===== src/rtl/byte_strip_param_if.sv =====
// Symbol-side and lane-side signal bundle for byte_strip_param.
// The master drives symbols in and observes lane groups; the slave is the striper.
interface byte_strip_param_if #(
  parameter int LANES = 4,
  parameter int BITS  = 8
);
  logic [BITS-1:0]       D;
  logic                  DK;
  logic                  VALID_IN;
  logic                  FLUSH;
  logic [1:0]            MODE;
  logic [LANES*BITS-1:0] LANE_OUT;
  logic [LANES-1:0]      DK_OUT;
  logic                  VALID_OUT;
  logic                  BUSY;

  modport master (
    output D, DK, VALID_IN, FLUSH, MODE,
    input  LANE_OUT, DK_OUT, VALID_OUT, BUSY
  );

  modport slave (
    input  D, DK, VALID_IN, FLUSH, MODE,
    output LANE_OUT, DK_OUT, VALID_OUT, BUSY
  );
endinterface


===== src/rtl/byte_strip_param.sv =====
// Round-robin symbol striper: fills a staging group of ACT lanes, then emits it as one
// registered word with a one-cycle strobe. FLUSH closes a partial group with PAD_SYM.
module byte_strip_param #(
  parameter int              LANES   = 4,
  parameter int              BITS    = 8,
  parameter logic [BITS-1:0] PAD_SYM = 'hF7
) (
  input  logic                CLK,
  input  logic                RESET_L,
  byte_strip_param_if.slave   bus
);

  localparam int IDX_W = (LANES > 1) ? $clog2(LANES) : 1;
  localparam int ACT_W = $clog2(LANES + 1);

  function automatic logic [ACT_W-1:0] mode_to_act(input logic [1:0] m);
    int unsigned n;
    n = 32'd1 << m;
    if (n > LANES) n = LANES;
    return ACT_W'(n);
  endfunction

  logic [ACT_W-1:0]      act_q, act_cur;
  logic [IDX_W-1:0]      idx_q, idx_d;
  logic [BITS-1:0]       stg_sym_q [LANES];
  logic [LANES-1:0]      stg_dk_q;
  logic [LANES*BITS-1:0] lane_q, grp_sym;
  logic [LANES-1:0]      dkout_q, grp_dk;
  logic                  vout_q, busy_q;
  logic                  last, emit;

  // Lane count only changes between groups, so the current MODE is used whenever
  // the group is empty and the latched count otherwise.
  always_comb begin
    act_cur = (idx_q == '0) ? mode_to_act(bus.MODE) : act_q;
    last    = (int'(idx_q) == int'(act_cur) - 1);
    emit    = (bus.VALID_IN && last) || (bus.FLUSH && (bus.VALID_IN || idx_q != '0));
    idx_d   = idx_q;
    if (emit)
      idx_d = '0;
    else if (bus.VALID_IN)
      idx_d = idx_q + 1'b1;
  end

  // Outgoing group: held slots, then the symbol arriving this cycle, then padding.
  always_comb begin
    grp_sym = '0;
    grp_dk  = '0;
    for (int i = 0; i < LANES; i++) begin
      if (i < int'(act_cur)) begin
        if (i < int'(idx_q)) begin
          grp_sym[i*BITS +: BITS] = stg_sym_q[i];
          grp_dk[i]               = stg_dk_q[i];
        end else if (i == int'(idx_q) && bus.VALID_IN) begin
          grp_sym[i*BITS +: BITS] = bus.D;
          grp_dk[i]               = bus.DK;
        end else begin
          grp_sym[i*BITS +: BITS] = PAD_SYM;
          grp_dk[i]               = 1'b1;
        end
      end
    end
  end

  // Stage boundary: staging slots and fill index
  always_ff @(posedge CLK or negedge RESET_L) begin
    if (!RESET_L) begin
      act_q    <= ACT_W'(1);
      idx_q    <= '0;
      busy_q   <= 1'b0;
      stg_dk_q <= '0;
      for (int i = 0; i < LANES; i++) stg_sym_q[i] <= '0;
    end else begin
      act_q  <= act_cur;
      idx_q  <= idx_d;
      busy_q <= (idx_d != '0);
      if (bus.VALID_IN) begin
        for (int i = 0; i < LANES; i++) begin
          if (i == int'(idx_q)) begin
            stg_sym_q[i] <= bus.D;
            stg_dk_q[i]  <= bus.DK;
          end
        end
      end
    end
  end

  // Stage boundary: output register, loaded only when a group closes
  always_ff @(posedge CLK or negedge RESET_L) begin
    if (!RESET_L) begin
      lane_q  <= '0;
      dkout_q <= '0;
      vout_q  <= 1'b0;
    end else begin
      vout_q <= emit;
      if (emit) begin
        lane_q  <= grp_sym;
        dkout_q <= grp_dk;
      end
    end
  end

  assign bus.LANE_OUT  = lane_q;
  assign bus.DK_OUT    = dkout_q;
  assign bus.VALID_OUT = vout_q;
  assign bus.BUSY      = busy_q;

endmodule


===== src/flat_wrapper.sv =====
// flat-port wrapper written by rule: the top's interface ports become plain ports
module byte_strip_param_flat 
#(
  parameter int              LANES   = 4,
  parameter int              BITS    = 8,
  parameter logic [BITS-1:0] PAD_SYM = 'hF7
)
  (CLK, RESET_L, bus_D, bus_DK, bus_VALID_IN, bus_FLUSH, bus_MODE, bus_LANE_OUT, bus_DK_OUT, bus_VALID_OUT, bus_BUSY);
  byte_strip_param_if #(.LANES(LANES), .BITS(BITS)) bus_i ();
  input  logic CLK;
  input  logic RESET_L;
  input wire logic [$bits(bus_i.D)-1:0] bus_D;
  input wire logic [$bits(bus_i.DK)-1:0] bus_DK;
  input wire logic [$bits(bus_i.VALID_IN)-1:0] bus_VALID_IN;
  input wire logic [$bits(bus_i.FLUSH)-1:0] bus_FLUSH;
  input wire logic [$bits(bus_i.MODE)-1:0] bus_MODE;
  output wire logic [$bits(bus_i.LANE_OUT)-1:0] bus_LANE_OUT;
  output wire logic [$bits(bus_i.DK_OUT)-1:0] bus_DK_OUT;
  output wire logic [$bits(bus_i.VALID_OUT)-1:0] bus_VALID_OUT;
  output wire logic [$bits(bus_i.BUSY)-1:0] bus_BUSY;
  assign bus_i.D = bus_D;
  assign bus_i.DK = bus_DK;
  assign bus_i.VALID_IN = bus_VALID_IN;
  assign bus_i.FLUSH = bus_FLUSH;
  assign bus_i.MODE = bus_MODE;
  assign bus_LANE_OUT = bus_i.LANE_OUT;
  assign bus_DK_OUT = bus_i.DK_OUT;
  assign bus_VALID_OUT = bus_i.VALID_OUT;
  assign bus_BUSY = bus_i.BUSY;
  byte_strip_param #(.LANES(LANES), .BITS(BITS), .PAD_SYM(PAD_SYM)) u_core (.CLK(CLK), .RESET_L(RESET_L), .bus(bus_i));
endmodule

===== config.mk =====
export PLATFORM = sky130hd
export DESIGN_NAME = byte_strip_param_flat
export DESIGN_NICKNAME = d
export VERILOG_FILES = /design/src/rtl/byte_strip_param_if.sv /design/src/rtl/byte_strip_param.sv /design/src/flat_wrapper.sv
export SDC_FILE = /design/constraint.sdc
export NUM_CORES = 1
export LEC_CHECK = 0
export ABC_AREA = 0
export CAP_MARGIN = 25
export CELL_PAD_IN_SITES_DETAIL_PLACEMENT = 1
export CELL_PAD_IN_SITES_GLOBAL_PLACEMENT = 2
export CORE_MARGIN = 2
export CORE_UTILIZATION = 42
export CTS_CLUSTER_SIZE = 16
export DETAILED_ROUTE_END_ITERATION = 12
export DONT_BUFFER_PORTS = 1
export GPL_TIMING_DRIVEN = 0
export PLACE_DENSITY_LB_ADDON = 0.1
export SETUP_SLACK_MARGIN = 0.05
export SLEW_MARGIN = 20
export SYNTH_ARGS = -nofsm -noshare
export SYNTH_HDL_FRONTEND = slang
export SYNTH_SLANG_ARGS = --single-unit

===== constraint.sdc =====
create_clock -name CLK -period 4.6 [get_ports CLK]
set_clock_uncertainty 0.1 [all_clocks]
set_input_delay 0.69 -clock CLK [delete_from_list [all_inputs] [get_ports CLK]]
set_output_delay 0.69 -clock CLK [all_outputs]
set_load 0.005 [all_outputs]

==> results of run 1 <==
## final timing paths
| path | start | end | slack [ps] | cells past startpoint |
|---|---|---|---|---|
| worst max-delay path | u_core.idx_q[1] | u_core.bus.DK_OUT[2] | 590 | 15 |
| worst min-delay path | RESET_L | u_core.act_q[0] | 90 | 0 |
| worst max register to register | u_core.idx_q[1] | u_core.bus.DK_OUT[2] | 590 | 15 |
| worst min register to register | u_core.stg_sym_q[11] | u_core.stg_sym_q[11] | 380 | 2 |
| max in group asynchronous | RESET_L | u_core.stg_sym_q[23] | 3980 | 1 |
| min in group CLK | u_core.stg_sym_q[11] | u_core.stg_sym_q[11] | 380 | 2 |
## cell type report
cell class	count	share of cell area
Buffer	14	0.02415
Clock buffer	10	0.03690
Clock inverter	6	0.02281
Inverter	10	0.01006
Multi-Input combinational cell	184	0.3945
Sequential cell	70	0.4700
Tap cell	102	0.03422
Timing Repair Buffer	1	0.007380
## registers in the layout, summed over array words and instances (netlist names)
signal	flops
u_core.bus.LANE_OUT	32
u_core.stg_sym_q	24
u_core.bus.DK_OUT	4
u_core.act_q	3
u_core.stg_dk_q	3
u_core.idx_q	2
u_core.bus.BUSY	1
u_core.bus.VALID_OUT	1
## cell families (layout without fill, tap and decap cells)
| logic type | count (synthesis) | after routing | share of synthesized area |
|---|---|---|---|
| DFF | 70 | 70 | 0.5230 |
| AOI/OAI and AO/OA | 69 | 69 | 0.1377 |
| muxes | 54 | 54 | 0.1881 |
| and+or+nand+nor | 50 | 50 | 0.07541 |
| buffers and inverters | 24 | 41 | 0.03807 |
| adders and majority gates | 6 | 6 | 0.02240 |
| xor gates and xnor gates | 5 | 5 | 0.01531 |
## layer usage
| metal | up-vias | track usage | share of wire | routed length (um) |
|---|---|---|---|---|
| met2 | 42 | 0.3351 | 0.47 | 3986 |
| met4 | 0 | 0.07475 | 0.015 | 128 |
| li1 | 1022 | - | - | - |
| met1 | 1151 | 0.2904 | 0.47 | 3932 |
| met5 | - | 0 | 0 | 0 |
| met3 | 10 | 0.04674 | 0.041 | 347 |
## cells in the mapped netlist (3+ instances only)
cell / instances
dfrtp_1: 69
mux2_2: 44
nand2_1: 20
o21ai_0: 18
a21oi_1: 11
nor2_1: 11
a211oi_1: 9
a21boi_0: 9
o311a_1: 9
clkbuf_1: 8
inv_1: 8
nand2b_1: 8
o22ai_1: 8
mux2_4: 7
ha_1: 6
nand3_1: 4
buf_6: 3
mux2i_1: 3
## what timing repair did
item / in CTS / in global routing
endpoints found under the setup margin: 0 / 0
hold buffers: 1 / 0
hold endpoints to repair: 69 / 0
## power groups by stage
stage          clock, mW  sequential (mW)  combinational, mW
2_1_floorplan          0             1.09              0.995
3_3_place_gp           0             1.14               1.20
3_5_place_dp           0             1.15               1.23
4_1_cts            0.570             1.14               1.25
5_1_grt            0.598             1.18               1.38
6_report           0.556             1.13               1.24
## stage by stage
step / hold WS [ps] / cells / worst slack, ps
3_3_place_gp: 296.8 / 380 / 601.6
5_1_grt: 65.43 / 397 / 294.7
2_1_floorplan: 294.4 / 278 / 1354
6_report: 89.72 / 397 / 590.6
3_5_place_dp: 296.8 / 380 / 611.6
4_1_cts: 74.98 / 397 / 575.2
==> run metrics, run 1 <==
vias per cell=5.605; placed standard-cell area=0.003480 sq mm; number of synthesized flops with an enable pin=0; row cnt=32; Nets=311; later-pin clock latency in the skew report=340 ps; #FFs+latches synth=70; critical path startpoint category=register; Netlist cell types=38; IO Count=53; Synth Flop Type=dfrtp_1; CTS tree=done; Worst Hold Class=in2async; max-cap viol count=0; Mean Syn Cell Area=12.06 sq um; Pleak=1.547 nW; cell chain of the critical path=clkinv_1, ha_1, buf_6, clkbuf_1, nand3_1, a21boi_0, ha_1, xor2_1, nand2_1, nor3_4, a21oi_2, inv_2, buf_6, buf_8, mux2_4; Initial Utilization=0.4338; Seq pwr share=0.388; VDD IR max=0.2501 mV; Final Core Density=0.4827; final RePlAce weighted congestion=0.7680; RSZ-0062 raised after global routing=no; via count=2,225; post-synthesis sequential area ratio=0.5230; Layout area overhead=11.27%; Final setup viols=0; register area=0.001753 sq mm; Rel. slew slack=0.4709; Tot GR Track Use=0.2128; top post-synthesis cells by area=dfrtp_1 (52%), mux2_2 (15%), mux2_4 (3.1%); clock share of power=0.190; Initial DRT Pass Iterations=4; die area=0.008711 sq mm; Fmax=249.4 MHz; multi-input combinational cell area=0.001471 sq mm; WL/cell=21.15 um; fin crit share=0.8716; leading area contributor after synthesis=dfrtp_1; Cell Area, Synth=0.003352 sq mm; vias in the first global route=2,495; PwrDens=784.3 mW/mm^2; Net Sw Power=1.059 mW; Cell Int Power=1.866 mW; Die Y=93.34 um; pin slew with the least headroom to its limit=791.9 ps; outcome=completed; initial antenna violation count=0; Max stage delay on crit path=490 ps; Min Clock Period, post-route=4009 ps; arrival time worst endpoint=4130 ps; Sw Ratio=0.3621; Fillers=828; routed wire length=8.395 mm; Gate Count Post-Synth=278; final setup TNS=0 ps; layout cells sized above 1=0.2712; CP Buf/Inv Count=6; Final HPWL DP=5.501 mm; CP Capture Type=register; share of the synthesized area in the top cell type=0.5151; largest net degree at the start of global routing=70; Post-Syn Nets=299; global-route wire length before repair=13.75 mm; DRT antenna net count=0; Remaining DRCs=0; CTS Buf Count=9; CTS Buffer Depth=2; Power Total=2.925 mW; IO buf count=0; post-route cell area=0.003730 sq mm; clock transition at the registers of the reported paths=80 ps; Fin. Hold Viols=0; Comb pwr share=0.422; leading cell type in the layout, fill and taps excluded=dfrtp_1; gr ovfl total=0; asr flop ratio synth=1.000; core area=0.007727 sq mm; Max Slew Vio Count=0; worst path required time=4720 ps; Crit path max-delay family=buffers and inverters; Post-CTS Setup Bufs=0; critical path class=reg2reg; clock root buffer=clkbuf_8; CP Max Fanout=11; drt initial violations=52; Post-CTS Resized=0; die extent in x=93.34 um; H-tree Lvls=3; CP max-delay cell=dfrtp_1; CTS Sinks=70; yosys warns=0; commonest cells after routing, fill and taps aside=dfrtp_1 (69), mux2_2 (44), nand2_1 (20); Antenna Cells=0
Power figures use the tool's default switching activity.
==> run 2: changes to the inputs <==
==> constraint.sdc (replaced) <==
create_clock -name CLK -period 3.75 [get_ports CLK]
set_clock_uncertainty 0.1 [all_clocks]
set_input_delay 0.5625 -clock CLK [delete_from_list [all_inputs] [get_ports CLK]]
set_output_delay 0.5625 -clock CLK [all_outputs]
set_load 0.005 [all_outputs]
==> run metrics, run 2 (synthesis results as in run 1) <==
Fmax=297.5 MHz; Layout area overhead=11.50%; Tot GR Track Use=0.2126; Seq pwr share=0.388; max-cap viol count=0; die extent in x=93.34 um; Remaining DRCs=0; leading cell type in the layout, fill and taps excluded=dfrtp_1; Cell Int Power=2.298 mW; arrival time worst endpoint=3490 ps; Rel. slew slack=0.4710; clock share of power=0.190; commonest cells after routing, fill and taps aside=dfrtp_1 (67), mux2_2 (44), nand2_1 (20); WL/cell=21.04 um; CTS Buf Count=9; Power Total=3.592 mW; H-tree Lvls=3; drt initial violations=49; Placed Cells=380; DRT antenna net count=0; global-route wire length before repair=13.73 mm; Die Y=93.34 um; Fin. Hold Viols=0; non-filler cells, final=397; via count=2,213; CP Capture Type=register; Final setup viols=0; clock transition at the registers of the reported paths=90 ps; Final Core Density=0.4836; pin slew with the least headroom to its limit=793.4 ps; CTS Sinks=70; CP Max Fanout=19; Antenna Cells=0; PwrDens=961.1 mW/mm^2; Initial Utilization=0.4338; initial antenna violation count=0; clock root buffer=clkbuf_8; core area=0.007727 sq mm; die area=0.008711 sq mm; gr ovfl total=0; Initial DRT Pass Iterations=4; VDD IR max=0.3099 mV; Net Sw Power=1.294 mW; worst path required time=3870 ps; final setup TNS=0 ps; Nets=311; Final HPWL DP=5.501 mm; Comb pwr share=0.422; Largest register FFs=32; largest net degree at the start of global routing=71; layout cells sized above 1=0.2847; row cnt=32; final RePlAce weighted congestion=0.7680; vias in the first global route=2,511; RSZ-0062 raised after global routing=no; Max Slew Vio Count=0; Sw Ratio=0.3602; IO buf count=0; CTS tree=done; Worst Hold Class=in2async; CTS Buffer Depth=2; Pleak=1.550 nW; Worst Hold Slack=0.03575 ps; routed wire length=8.354 mm; vias per cell=5.574; later-pin clock latency in the skew report=340 ps; IO Count=53; critical path startpoint category=register; fin crit share=0.8965; outcome=completed; critical path class=reg2reg; Min Clock Period, post-route=3362 ps
run 2: layout make-up:
cell class | instances | area [sq um]
plain buffers | 13 | 86.33
clock buffers | 10 | 137.6
clock inverters | 6 | 85.08
fillers | 824 | 3990
inverters | 10 | 38.79
multi-input cells | 184 | 1471
flip-flops and latches | 70 | 1755
well taps | 102 | 127.6
repair buffers | 2 | 35.03
run 2: path summary, 6_finish.rpt:
path / from / to / slack, ps / cells past startpoint
worst max-delay path: u_core.idx_q[0] / u_core.bus.DK_OUT[2] / 390 / 14
worst min-delay path: RESET_L / u_core.bus.LANE_OUT[29] / 0.04 / 1
worst max register to register: u_core.idx_q[0] / u_core.bus.DK_OUT[2] / 390 / 14
worst min register to register: u_core.stg_sym_q[11] / u_core.stg_sym_q[11] / 380 / 2
max in group asynchronous: RESET_L / u_core.act_q[0] / 3240 / 1
min in group CLK: bus_D[6] / u_core.stg_sym_q[14] / 270 / 1
run 2: worst max-delay path: stages, from the launching register on:
cell and delay (ps):
dfrtp_2 480, inv_1 180, ha_1 190, buf_6 190
inv_1 130, a21oi_2 320, ha_1 300, xor2_1 150
nand2_1 120, nor3_4 210, a21oi_2 110, inv_2 110
buf_6 160, buf_8 180, mux2_4 310
run 2: power by group through the flow:
stage / logic, mW / clock network, mW / registers [mW]
finish: 1.52 / 0.682 / 1.39
global route: 1.70 / 0.733 / 1.45
CTS: 1.54 / 0.699 / 1.40
detailed placement: 1.50 / 0 / 1.41
global placement: 1.47 / 0 / 1.40
floorplan: 1.22 / 0 / 1.34
run 2: timing repair:
action	CTS	global route
buffers inserted	1	0
hold endpoints to repair	70	0
setup endpoints to repair	38	38
hold buffers	1	0
gates resized for setup	1	2
pin swaps	1	0
run 2: metal layers:
metal / track usage / wire (um)
met5: 0 / 0
met4: 0.08333 / 155
met3: 0.04674 / 358
met2: 0.3291 / 3936
met1: 0.2914 / 3904
run 2: metrics by stage:
step | worst slack (ps) | instance area [sq um]
floorplan | 504.3 | 3352
global placement | -248.4 | 3480
detailed placement | -238.4 | 3480
CTS | 71.91 | 3739
global route | 142.9 | 3737
finish | 388.2 | 3737
==> run 3: changes to the inputs <==
--- a/config.mk
+++ b/config.mk
@@ -6,7 +6,7 @@
 export NUM_CORES = 1
 export LEC_CHECK = 0
 export ABC_AREA = 0
-export CAP_MARGIN = 25
+export CAP_MARGIN = 30
 export CELL_PAD_IN_SITES_DETAIL_PLACEMENT = 1
 export CELL_PAD_IN_SITES_GLOBAL_PLACEMENT = 2
 export CORE_MARGIN = 2
==> results of run 3 <==
No change in the layout: final DEF, timing and power equal those of run 2.
